--- config.mk ---
export PLATFORM = sky130hd
export DESIGN_NAME = mem_arbiter_flat
export DESIGN_NICKNAME = d
export VERILOG_FILES = /design/src/rtl/mem_arbiter_if.sv /design/src/rtl/mem_arbiter.sv /design/src/flat_wrapper.sv
export SDC_FILE = /design/constraint.sdc
export NUM_CORES = 1
export LEC_CHECK = 0
export CORE_MARGIN = 4
export CORE_UTILIZATION = 33
export CTS_CLUSTER_DIAMETER = 50
export CTS_CLUSTER_SIZE = 30
export DETAILED_ROUTE_END_ITERATION = 6
export GPL_TIMING_DRIVEN = 0
export PLACE_DENSITY = 0.78
export SKIP_LAST_GASP = 1
export SLEW_MARGIN = 0
export SYNTH_ARGS = -nofsm -noshare
export SYNTH_HDL_FRONTEND = slang
export SYNTH_SLANG_ARGS = --single-unit
--- constraint.sdc ---
create_clock -name clk -period 2.1 [get_ports clk]
set_clock_uncertainty 0.2 [all_clocks]
set_input_delay 0.315 -clock clk [delete_from_list [all_inputs] [get_ports clk]]
set_output_delay 0.315 -clock clk [all_outputs]
set_load 0.05 [all_outputs]
--- src/rtl/mem_arbiter_if.sv ---
`default_nettype none
// ============================================================================
//  Module      : mem_arbiter_if
//  Description : Bus bundle for the fetch/data memory arbiter.
//                Fetch port  : i_re, i_addr, i_sel   -> i_data, i_ack
//                Data port   : d_re, d_we, d_addr, d_sel, d_wdata
//                                                    -> d_rdata, d_ack
//                Memory side : m_re, m_we, m_addr, m_sel, m_wdata
//                                                    <- m_rdata, m_ack
//                master : arbiter view (drives acks and memory strobes)
//                slave  : environment view (requesters plus memory)
//  Revision    : 1.0  initial release
// ============================================================================
interface mem_arbiter_if;
    // fetch requester
    logic        i_re;
    logic [31:0] i_addr;
    logic [3:0]  i_sel;
    logic [31:0] i_data;
    logic        i_ack;
    // data requester
    logic        d_re;
    logic        d_we;
    logic [31:0] d_addr;
    logic [3:0]  d_sel;
    logic [31:0] d_wdata;
    logic [31:0] d_rdata;
    logic        d_ack;
    // memory side
    logic        m_re;
    logic        m_we;
    logic [31:0] m_addr;
    logic [3:0]  m_sel;
    logic [31:0] m_wdata;
    logic [31:0] m_rdata;
    logic        m_ack;

    modport master (
        input  i_re, i_addr, i_sel,
        output i_data, i_ack,
        input  d_re, d_we, d_addr, d_sel, d_wdata,
        output d_rdata, d_ack,
        output m_re, m_we, m_addr, m_sel, m_wdata,
        input  m_rdata, m_ack
    );

    modport slave (
        output i_re, i_addr, i_sel,
        input  i_data, i_ack,
        output d_re, d_we, d_addr, d_sel, d_wdata,
        input  d_rdata, d_ack,
        input  m_re, m_we, m_addr, m_sel, m_wdata,
        output m_rdata, m_ack
    );
endinterface
`default_nettype wire

--- src/rtl/mem_arbiter.sv ---
`default_nettype none
// ============================================================================
//  Module      : mem_arbiter
//  Description : Shares one memory bus between the instruction-fetch port and
//                the load/store port. Data has priority; after STARVE_LIMIT
//                consecutive data grants with fetch waiting, fetch is forced.
//                A watchdog ends transactions that see no m_ack for TIMEOUT
//                owner cycles (acks the owner with zero data, pulses
//                timeout_err).
//  Ports       : clk         clock, rising edge
//                reset_n     asynchronous active-low reset
//                bus         mem_arbiter_if.master (requesters + memory)
//                timeout_err one-cycle pulse on watchdog termination
//  Parameters  : STARVE_LIMIT (0 = strict data priority)
//                TIMEOUT      (0 = watchdog disabled)
//  Revision    : 1.0  initial release
// ============================================================================
module mem_arbiter #(
    parameter int unsigned STARVE_LIMIT = 4,
    parameter int unsigned TIMEOUT      = 255
) (
    input  wire logic         clk,
    input  wire logic         reset_n,
    mem_arbiter_if.master     bus,
    output logic              timeout_err
);

    localparam logic [1:0] c_st_idle   = 2'd0;
    localparam logic [1:0] c_st_ifetch = 2'd1;
    localparam logic [1:0] c_st_data   = 2'd2;

    localparam int c_sw = (STARVE_LIMIT > 0) ? $clog2(STARVE_LIMIT + 1) : 1;
    localparam int c_ww = (TIMEOUT > 1) ? $clog2(TIMEOUT) : 1;

    localparam logic [c_sw-1:0] c_starve_max = c_sw'(STARVE_LIMIT);
    localparam logic [c_ww-1:0] c_wd_last    = c_ww'(TIMEOUT - 1);
    localparam bit              c_strict     = (STARVE_LIMIT == 0);
    localparam bit              c_wd_en      = (TIMEOUT != 0);

    logic [1:0]      r_state;
    logic [c_sw-1:0] r_starve_cnt;
    logic [c_ww-1:0] r_wd_cnt;
    logic            r_m_re;
    logic            r_m_we;
    logic [31:0]     r_m_addr;
    logic [3:0]      r_m_sel;
    logic [31:0]     r_m_wdata;

    logic w_d_req;
    logic w_grant_d;
    logic w_grant_i;
    logic w_owner;
    logic w_expire;
    logic w_done;

    assign w_d_req   = bus.d_re | bus.d_we;
    // Data wins unless fetch is waiting and has already been passed over
    // STARVE_LIMIT times in a row.
    assign w_grant_d = (r_state == c_st_idle) && w_d_req &&
                       (c_strict || (r_starve_cnt < c_starve_max) || !bus.i_re);
    assign w_grant_i = (r_state == c_st_idle) && !w_grant_d && bus.i_re;
    assign w_owner   = (r_state == c_st_ifetch) || (r_state == c_st_data);
    // A real m_ack in the expiry cycle takes precedence over the watchdog.
    assign w_expire  = c_wd_en && w_owner && (r_wd_cnt == c_wd_last) && !bus.m_ack;
    assign w_done    = w_owner && (bus.m_ack || w_expire);

    always_ff @(posedge clk or negedge reset_n) begin
        if (!reset_n) begin
            r_state      <= c_st_idle;
            r_starve_cnt <= '0;
            r_wd_cnt     <= '0;
            r_m_re       <= 1'b0;
            r_m_we       <= 1'b0;
            r_m_addr     <= '0;
            r_m_sel      <= '0;
            r_m_wdata    <= '0;
        end else begin
            case (r_state)
                c_st_idle: begin
                    if (w_grant_d) begin
                        r_state   <= c_st_data;
                        r_wd_cnt  <= '0;
                        // read+write together is treated as a write
                        r_m_re    <= bus.d_re & ~bus.d_we;
                        r_m_we    <= bus.d_we;
                        r_m_addr  <= bus.d_addr;
                        r_m_sel   <= bus.d_sel;
                        r_m_wdata <= bus.d_wdata;
                        if (bus.i_re) begin
                            if (r_starve_cnt != c_starve_max) begin
                                r_starve_cnt <= r_starve_cnt + 1'b1;
                            end
                        end else begin
                            r_starve_cnt <= '0;
                        end
                    end else if (w_grant_i) begin
                        r_state      <= c_st_ifetch;
                        r_wd_cnt     <= '0;
                        r_starve_cnt <= '0;
                        r_m_re       <= 1'b1;
                        r_m_we       <= 1'b0;
                        r_m_addr     <= bus.i_addr;
                        r_m_sel      <= bus.i_sel;
                        r_m_wdata    <= '0;
                    end
                end
                c_st_ifetch, c_st_data: begin
                    if (w_done) begin
                        r_state   <= c_st_idle;
                        r_m_re    <= 1'b0;
                        r_m_we    <= 1'b0;
                        r_m_addr  <= '0;
                        r_m_sel   <= '0;
                        r_m_wdata <= '0;
                    end else if (c_wd_en) begin
                        r_wd_cnt <= r_wd_cnt + 1'b1;
                    end
                end
                default: begin
                    r_state <= c_st_idle;
                end
            endcase
        end
    end

    assign bus.m_re    = r_m_re;
    assign bus.m_we    = r_m_we;
    assign bus.m_addr  = r_m_addr;
    assign bus.m_sel   = r_m_sel;
    assign bus.m_wdata = r_m_wdata;

    // Acks and read data are steered combinationally from the owner state,
    // so an m_ack seen while idle never reaches a requester.
    assign bus.i_ack   = (r_state == c_st_ifetch) && (bus.m_ack || w_expire);
    assign bus.d_ack   = (r_state == c_st_data)   && (bus.m_ack || w_expire);
    assign bus.i_data  = ((r_state == c_st_ifetch) && bus.m_ack) ? bus.m_rdata : '0;
    assign bus.d_rdata = ((r_state == c_st_data)   && bus.m_ack) ? bus.m_rdata : '0;
    assign timeout_err = w_expire;

endmodule
`default_nettype wire

--- src/flat_wrapper.sv ---
// flat-port wrapper written by rule: the top's interface ports become plain ports
module mem_arbiter_flat 
#(
    parameter int unsigned STARVE_LIMIT = 4,
    parameter int unsigned TIMEOUT      = 255
)
  (clk, reset_n, timeout_err, bus_i_re, bus_i_addr, bus_i_sel, bus_i_data, bus_i_ack, bus_d_re, bus_d_we, bus_d_addr, bus_d_sel, bus_d_wdata, bus_d_rdata, bus_d_ack, bus_m_re, bus_m_we, bus_m_addr, bus_m_sel, bus_m_wdata, bus_m_rdata, bus_m_ack);
  mem_arbiter_if bus_i ();
  input  wire logic clk;
  input  wire logic reset_n;
  output logic timeout_err;
  input wire logic [$bits(bus_i.i_re)-1:0] bus_i_re;
  input wire logic [$bits(bus_i.i_addr)-1:0] bus_i_addr;
  input wire logic [$bits(bus_i.i_sel)-1:0] bus_i_sel;
  output wire logic [$bits(bus_i.i_data)-1:0] bus_i_data;
  output wire logic [$bits(bus_i.i_ack)-1:0] bus_i_ack;
  input wire logic [$bits(bus_i.d_re)-1:0] bus_d_re;
  input wire logic [$bits(bus_i.d_we)-1:0] bus_d_we;
  input wire logic [$bits(bus_i.d_addr)-1:0] bus_d_addr;
  input wire logic [$bits(bus_i.d_sel)-1:0] bus_d_sel;
  input wire logic [$bits(bus_i.d_wdata)-1:0] bus_d_wdata;
  output wire logic [$bits(bus_i.d_rdata)-1:0] bus_d_rdata;
  output wire logic [$bits(bus_i.d_ack)-1:0] bus_d_ack;
  output wire logic [$bits(bus_i.m_re)-1:0] bus_m_re;
  output wire logic [$bits(bus_i.m_we)-1:0] bus_m_we;
  output wire logic [$bits(bus_i.m_addr)-1:0] bus_m_addr;
  output wire logic [$bits(bus_i.m_sel)-1:0] bus_m_sel;
  output wire logic [$bits(bus_i.m_wdata)-1:0] bus_m_wdata;
  input wire logic [$bits(bus_i.m_rdata)-1:0] bus_m_rdata;
  input wire logic [$bits(bus_i.m_ack)-1:0] bus_m_ack;
  assign bus_i.i_re = bus_i_re;
  assign bus_i.i_addr = bus_i_addr;
  assign bus_i.i_sel = bus_i_sel;
  assign bus_i_data = bus_i.i_data;
  assign bus_i_ack = bus_i.i_ack;
  assign bus_i.d_re = bus_d_re;
  assign bus_i.d_we = bus_d_we;
  assign bus_i.d_addr = bus_d_addr;
  assign bus_i.d_sel = bus_d_sel;
  assign bus_i.d_wdata = bus_d_wdata;
  assign bus_d_rdata = bus_i.d_rdata;
  assign bus_d_ack = bus_i.d_ack;
  assign bus_m_re = bus_i.m_re;
  assign bus_m_we = bus_i.m_we;
  assign bus_m_addr = bus_i.m_addr;
  assign bus_m_sel = bus_i.m_sel;
  assign bus_m_wdata = bus_i.m_wdata;
  assign bus_i.m_rdata = bus_m_rdata;
  assign bus_i.m_ack = bus_m_ack;
  mem_arbiter #(.STARVE_LIMIT(STARVE_LIMIT), .TIMEOUT(TIMEOUT)) u_core (.clk(clk), .reset_n(reset_n), .bus(bus_i), .timeout_err(timeout_err));
endmodule
# == Word level (Yosys, flattened, before mapping) ==
# Index checks and enable logic that the tools add are counted.
# word_totals
ff_bits,83
in_bits,142
output_inout_bits,137
# classes
add_sub_neg,2
order_cmp,1
eq_ne,8
n_mux,32
bitwise_logic,3
n_reduce_logical,25
# op_table
operator,count
two-way mux 32 bit,7
case mux 32 bit (2 select lines),2
two-way mux 8 bit,3
case mux 8 bit (2 select lines),1
two-way mux 3 bit,4
two-way mux 4 bit,3
logical AND 1 bit,11
AND reduction 3 bit,3
"adder 8 x 1 -> 8 bit, second input constant",1
"equality test 8 bit, second input constant",1
case mux 4 bit (2 select lines),1
two-way mux 2 bit,3
"!= test 3 bit, second input constant",2
two-way mux 1 bit,5
case mux 1 bit (2 select lines),2
case mux 2 bit (2 select lines),1
nonzero test 2 bit,2
"adder 3 x 1 -> 3 bit, second input constant",1
zero test 1 bit,3
logical OR 1 bit,3
"less-than comparator 3 bit, second input constant",1
"!= test 3 x 1 -> 1 bit, second input constant",1
"equality test 2 x 1 -> 1 bit, second input constant",1
"equality test 2 bit, second input constant",1
8 further kinds,8

# == Longest topological paths before layout ==
# depth
word_depth,9
ltp_mapped,9

# == Worst setup path before layout ==
# Ideal clock, no wire load.
# synth_timing
kind,reg2out
from,register u_core.r_state[1]
to,output timeout_err
arrival_ns,2.090
t_required_ns,1.585
path_slack_ns,-0.505
path_stages_with_launch,6
cell_sequence,dfrtp_1 inv_1 ha_1 and4_1 nand2_1 nor3_1
# synth_via
elab_chain_len,4
word_cells_on_any_way,5
# synth_rtl
element,line_no,rtl
start: declaration,mem_arbiter.sv:40,logic [1:0] r_state;
start signal: assignment,mem_arbiter.sv:69,r_state <= c_st_idle;
start signal: assignment,mem_arbiter.sv:81,r_state <= c_st_data;
start signal: assignment,mem_arbiter.sv:97,r_state <= c_st_ifetch;
equality test 2 x 1 -> 1 bit / equality test 2 bit (equally long branches),mem_arbiter.sv:62,assign w_owner = (r_state == c_st_ifetch) || (r_state == c_st_data);
logical OR 1 bit *,mem_arbiter.sv:62,
logical AND 1 bit * (2 in a row),mem_arbiter.sv:64,assign w_expire = c_wd_en && w_owner && (r_wd_cnt == c_wd_last) && !bus.m_ack;
end: declaration,flat_wrapper.sv:11,output logic timeout_err;
# Every way passes the cells marked *; elsewhere a longest branch is shown, timed or not.

# == Final worst setup path ==
# layout_timing
from,register u_core.r_state[0]
to,output bus_d_rdata[0]
# layout_via
elab_chain_len,3
# layout_rtl
element,line_no,rtl
equality test 2 bit,mem_arbiter.sv:137,assign bus.d_rdata = ((r_state == c_st_data) && bus.m_ack) ? bus.m_rdata : '0;
logical AND 1 bit,mem_arbiter.sv:137,
two-way mux 32 bit,mem_arbiter.sv:137,
end: declaration,flat_wrapper.sv:22,output wire logic [$bits(bus_i.d_rdata)-1:0] bus_d_rdata;
# Every way passes these cells.

==> results <==
==> kinds of logic (layout without fill, tap and decap cells) <==
kind of cell             after synthesis  count (layout)  share of synthesized area
multiplexers                          38              38                    0.09056
buffers and inverters                 42             367                    0.05107
adder cells (fa/ha/maj)                8               8                    0.02375
flip-flops                            83              83                     0.4929
AND/OR/NAND/NOR                      103             103                     0.1485
XOR/XNOR                               1               1                   0.002079
AO/OA/AOI/OAI                         94              94                     0.1912
==> sequential cells by signal, summed over array words and instances, names as in the netlist <==
| register | flops |
|---|---|
| u_core.r_wd_cnt | 8 |
| u_core.bus.m_we | 1 |
| u_core.bus.m_sel | 4 |
| u_core.r_state | 2 |
| u_core.bus.m_re | 1 |
| u_core.bus.m_wdata | 32 |
| u_core.bus.m_addr | 32 |
| u_core.r_starve_cnt | 3 |
==> per-layer routing <==
metal  GRT usage  up-vias
met5           0        -
met4     0.06091        0
met3     0.07692       34
met2      0.3758      219
met1      0.2214     2206
li1            -     2058
==> path summary, 6_finish.rpt <==
| check | startpoint | to | cells after the start |
|---|---|---|---|
| setup / recovery | u_core.r_state[0] | bus_d_rdata[0] | 6 |
| hold / removal | reset_n | u_core.bus.m_wdata[15] | 2 |
| setup reg to reg | u_core.r_state[1] | u_core.bus.m_wdata[25] | 8 |
| hold reg to reg | u_core.bus.m_addr[16] | u_core.bus.m_addr[16] | 1 |
| max in group asynchronous | reset_n | u_core.bus.m_sel[1] | 3 |
| min in group clk | u_core.bus.m_addr[16] | u_core.bus.m_addr[16] | 1 |
==> stage by stage <==
step / hold WS, ns / worst slack [ns] / TNS [ns] / std cells / cell area, µm²
detailed placement: 0.07801 / -1.117 / -97.76 / 820 / 7251
floorplan: -0.1806 / 0.003128 / 0 / 369 / 4228
CTS: 0.2643 / -0.1159 / -3.699 / 847 / 7745
global placement: 0.2692 / -2.355 / -285.84 / 819 / 7226
finish: 0.2582 / -0.1291 / -7.853 / 866 / 8944
global route: 0.2954 / -0.1867 / -15.24 / 866 / 8944
==> power breakdown <==
group          total [W]  internal, W  switching [W]  leakage, nW
registers        0.00279      0.00229       0.000502         1.08
clock network    0.00161     0.000985       0.000621        0.145
logic            0.00994      0.00428        0.00566         2.71
==> layout by cell type (no fill, tap or decap), types with 2 or more instances in the layout <==
| cell type | netlist | layout |
|---|---|---|
| mux2i_1 | 37 | 36 |
| nand2_1 | 11 | 10 |
| buf_2 | 4 | 5 |
| nor2_1 | 3 | 3 |
| o2bb2ai_4 | 0 | 5 |
| dlymetal6s2s_1 | 0 | 3 |
| clkbuf_1 | 20 | 2 |
| o31ai_1 | 2 | 2 |
| and3_1 | 68 | 25 |
| ha_1 | 8 | 4 |
| clkbuf_8 | 0 | 2 |
| a221o_1 | 2 | 2 |
| nand3_1 | 7 | 7 |
| and2_4 | 0 | 2 |
| buf_16 | 0 | 2 |
| a22o_1 | 35 | 35 |
| buf_8 | 0 | 42 |
| clkbuf_16 | 0 | 17 |
| inv_2 | 0 | 2 |
| clkbuf_4 | 0 | 3 |
| ha_4 | 0 | 4 |
| inv_1 | 6 | 4 |
| buf_6 | 4 | 42 |
| a2111oi_2 | 0 | 2 |
| and3_4 | 0 | 43 |
| clkdlybuf4s50_1 | 0 | 206 |
| clkbuf_2 | 0 | 10 |
| buf_4 | 6 | 21 |
| dfrtp_1 | 83 | 83 |
| o2bb2ai_2 | 0 | 32 |
==> final cells by class <==
type                       count  area, µm²
clock buffer                  12      256.5
buffer                        35      337.8
fill                         784       3625
inverter                       6      22.52
timing repair buffer         311       3421
sequential                    83       2077
multi-input combinational    244       2567
clock inverter                 3      46.29
tap                          172      215.2
==> worst register-to-register path: stages, from the launching register on <==
cell	delay, ns
dfrtp_1	0.39
buf_4	0.15
buf_4	0.15
ha_4	0.17
or2_4	0.30
a21o_4	0.23
clkbuf_16	0.19
buf_16	0.14
a22o_1	0.17
==> timing repair <==
| item | CTS | global route |
|---|---|---|
| endpoints found under the hold margin | 28 | 0 |
| gates resized for setup | 470 | 225 |
| hold buffers | 1 | 0 |
| buffers inserted | 11 | 6 |
| cloned | 1 | 13 |
| pin swaps | 7 | 5 |
| endpoints found under the setup margin | 147 | 140 |
==> results.tsv <==
stage	metric	value	unit
final_layout	share of cells above drive strength 1	0.3617	
detailed_routing	M1 WL	6365	µm
yosys	top_reg_cell synth	dfrtp_1	
clocking	CTS tree	built	
setup_path	CP peak stage delay	0.39	ns
setup_path	R2R setup slack	-0.10	ns
detailed_routing	vias	4517	
yosys	ys async rst share	1.000	
yosys	Seq/Total Area, Yosys	0.4929	
detailed_routing	met2 wire length	9302	µm
setup_path	crit path buf inv count	4	
placement	port bufs	278	
global_routing	largest net degree at the start of global routing	56	
clocking	clk slew on worst S/H paths	0.06	ns
setup_path	Crit Path Class	reg -> out	
sta	minimum clock period	2.229	ns
flow_run	Max-Cap Viols	0	
yosys	Yosys warning count	0	
power	Pleak	3.942	nW
final_layout	area delta synth->final	112.2	%
yosys	Mapped Area	0.004214	mm²
setup_path	required time of the critical path	1.58	ns
yosys	Post-Syn Nets	519	
hold_path	min-delay worst type	in -> async	
detailed_routing	Post-DRT Antenna Nets	0	
setup_path	slowest library cell on the worst path	dfrtp_1	
sta	worst slew pin tran	0.5669	ns
power	PwrDens	1603	mW/mm²
clocking	total CTS buffers	9	
yosys	Synth area leader	dfrtp_1	
die	Starting Density	0.3353	
yosys	most common cell in the synthesized netlist	dfrtp_1	
sta	Final Slew Violations	0	
setup_path	worst-path cell chain	inv_2 > buf_4 > ha_4 > buf_4 > and3_1 > buf_2	
yosys	area fraction of the dominant cell type after synthesis	0.4929	
placement	Post-DP HPWL	12190	µm
die	core area	0.01257	mm²
run_status	failing checks	setup timing	
final_layout	Util after Layout	0.7116	
power	Max VDD drop	0.001097	V
setup_path	Most common cell on crit path	buf_4	
yosys	ranking of synthesized cells by area	dfrtp_1, and3_1, mux2i_1	
global_routing	initial antenna violation count	0	
sta	worst setup margin	-0.1291	ns
yosys	Mapped Cells	369	
run_status	status	finished, violations left	
die	Die W	121.0	µm
sta	final hold violations	0	
detailed_routing	Final Routed Wirelength	17720	µm
sta	number of endpoints failing setup at the final stage	136	
detailed_routing	highest routed layer	met4	
placement	Routability Congestion	0.8985	
detailed_routing	Vias/cell	5.216	
sta	fmax	448.6	MHz
sta	final period utilization	1.061	
clocking	Clock Sinks	83	
detailed_routing	DRT Pass-1 Iters	4	
die	FP Rows	41	
yosys	distinct cell type count after synthesis	46	
power	Final Power	0.01433	W
setup_path	CP arrival	1.71	ns
clocking	clock root buffer	clkbuf_16	
detailed_routing	number of DRC markers in iteration 0	128	
die	Die Y	121.0	µm
global_routing	first-pass GRT wire length	23910	µm
sta	RSZ-0062 raised after global routing	yes	
setup_path	CP startpoint kind	flip-flop	
clocking	CTS H-tree depth	3	
setup_path	crit path max fanout	8	
detailed_routing	DRC viols	0	
global_routing	GR Util All Layers	0.2063	
die	I/O pin total	279	
final_layout	final net count	840	
yosys	synth cell count leaders	dfrtp_1, and3_1, o2bb2ai_1	
yosys	Avg Cell Area, Syn	11.42	µm²
sta	Max-slew headroom	0.6214	
die	total die area	0.01464	mm²
clocking	worst skew pair latency	0.32	ns
final_layout	Inserted Diodes	0	
clocking	Longest Clk Path Bufs	2	
global_routing	vias in the first global route	4611	
yosys	Post-synth EDFFs	0	
yosys	flip-flop and latch count after synthesis	83	
detailed_routing	DR WL met3	1578	µm
detailed_routing	per-cell routed wire length	20.46	µm
setup_path	CP top delay family	buffers and inverters	
global_routing	grt ovf	0	
setup_path	kind of capture point of the worst setup path	output port	
(Power assumes the default switching activity.)
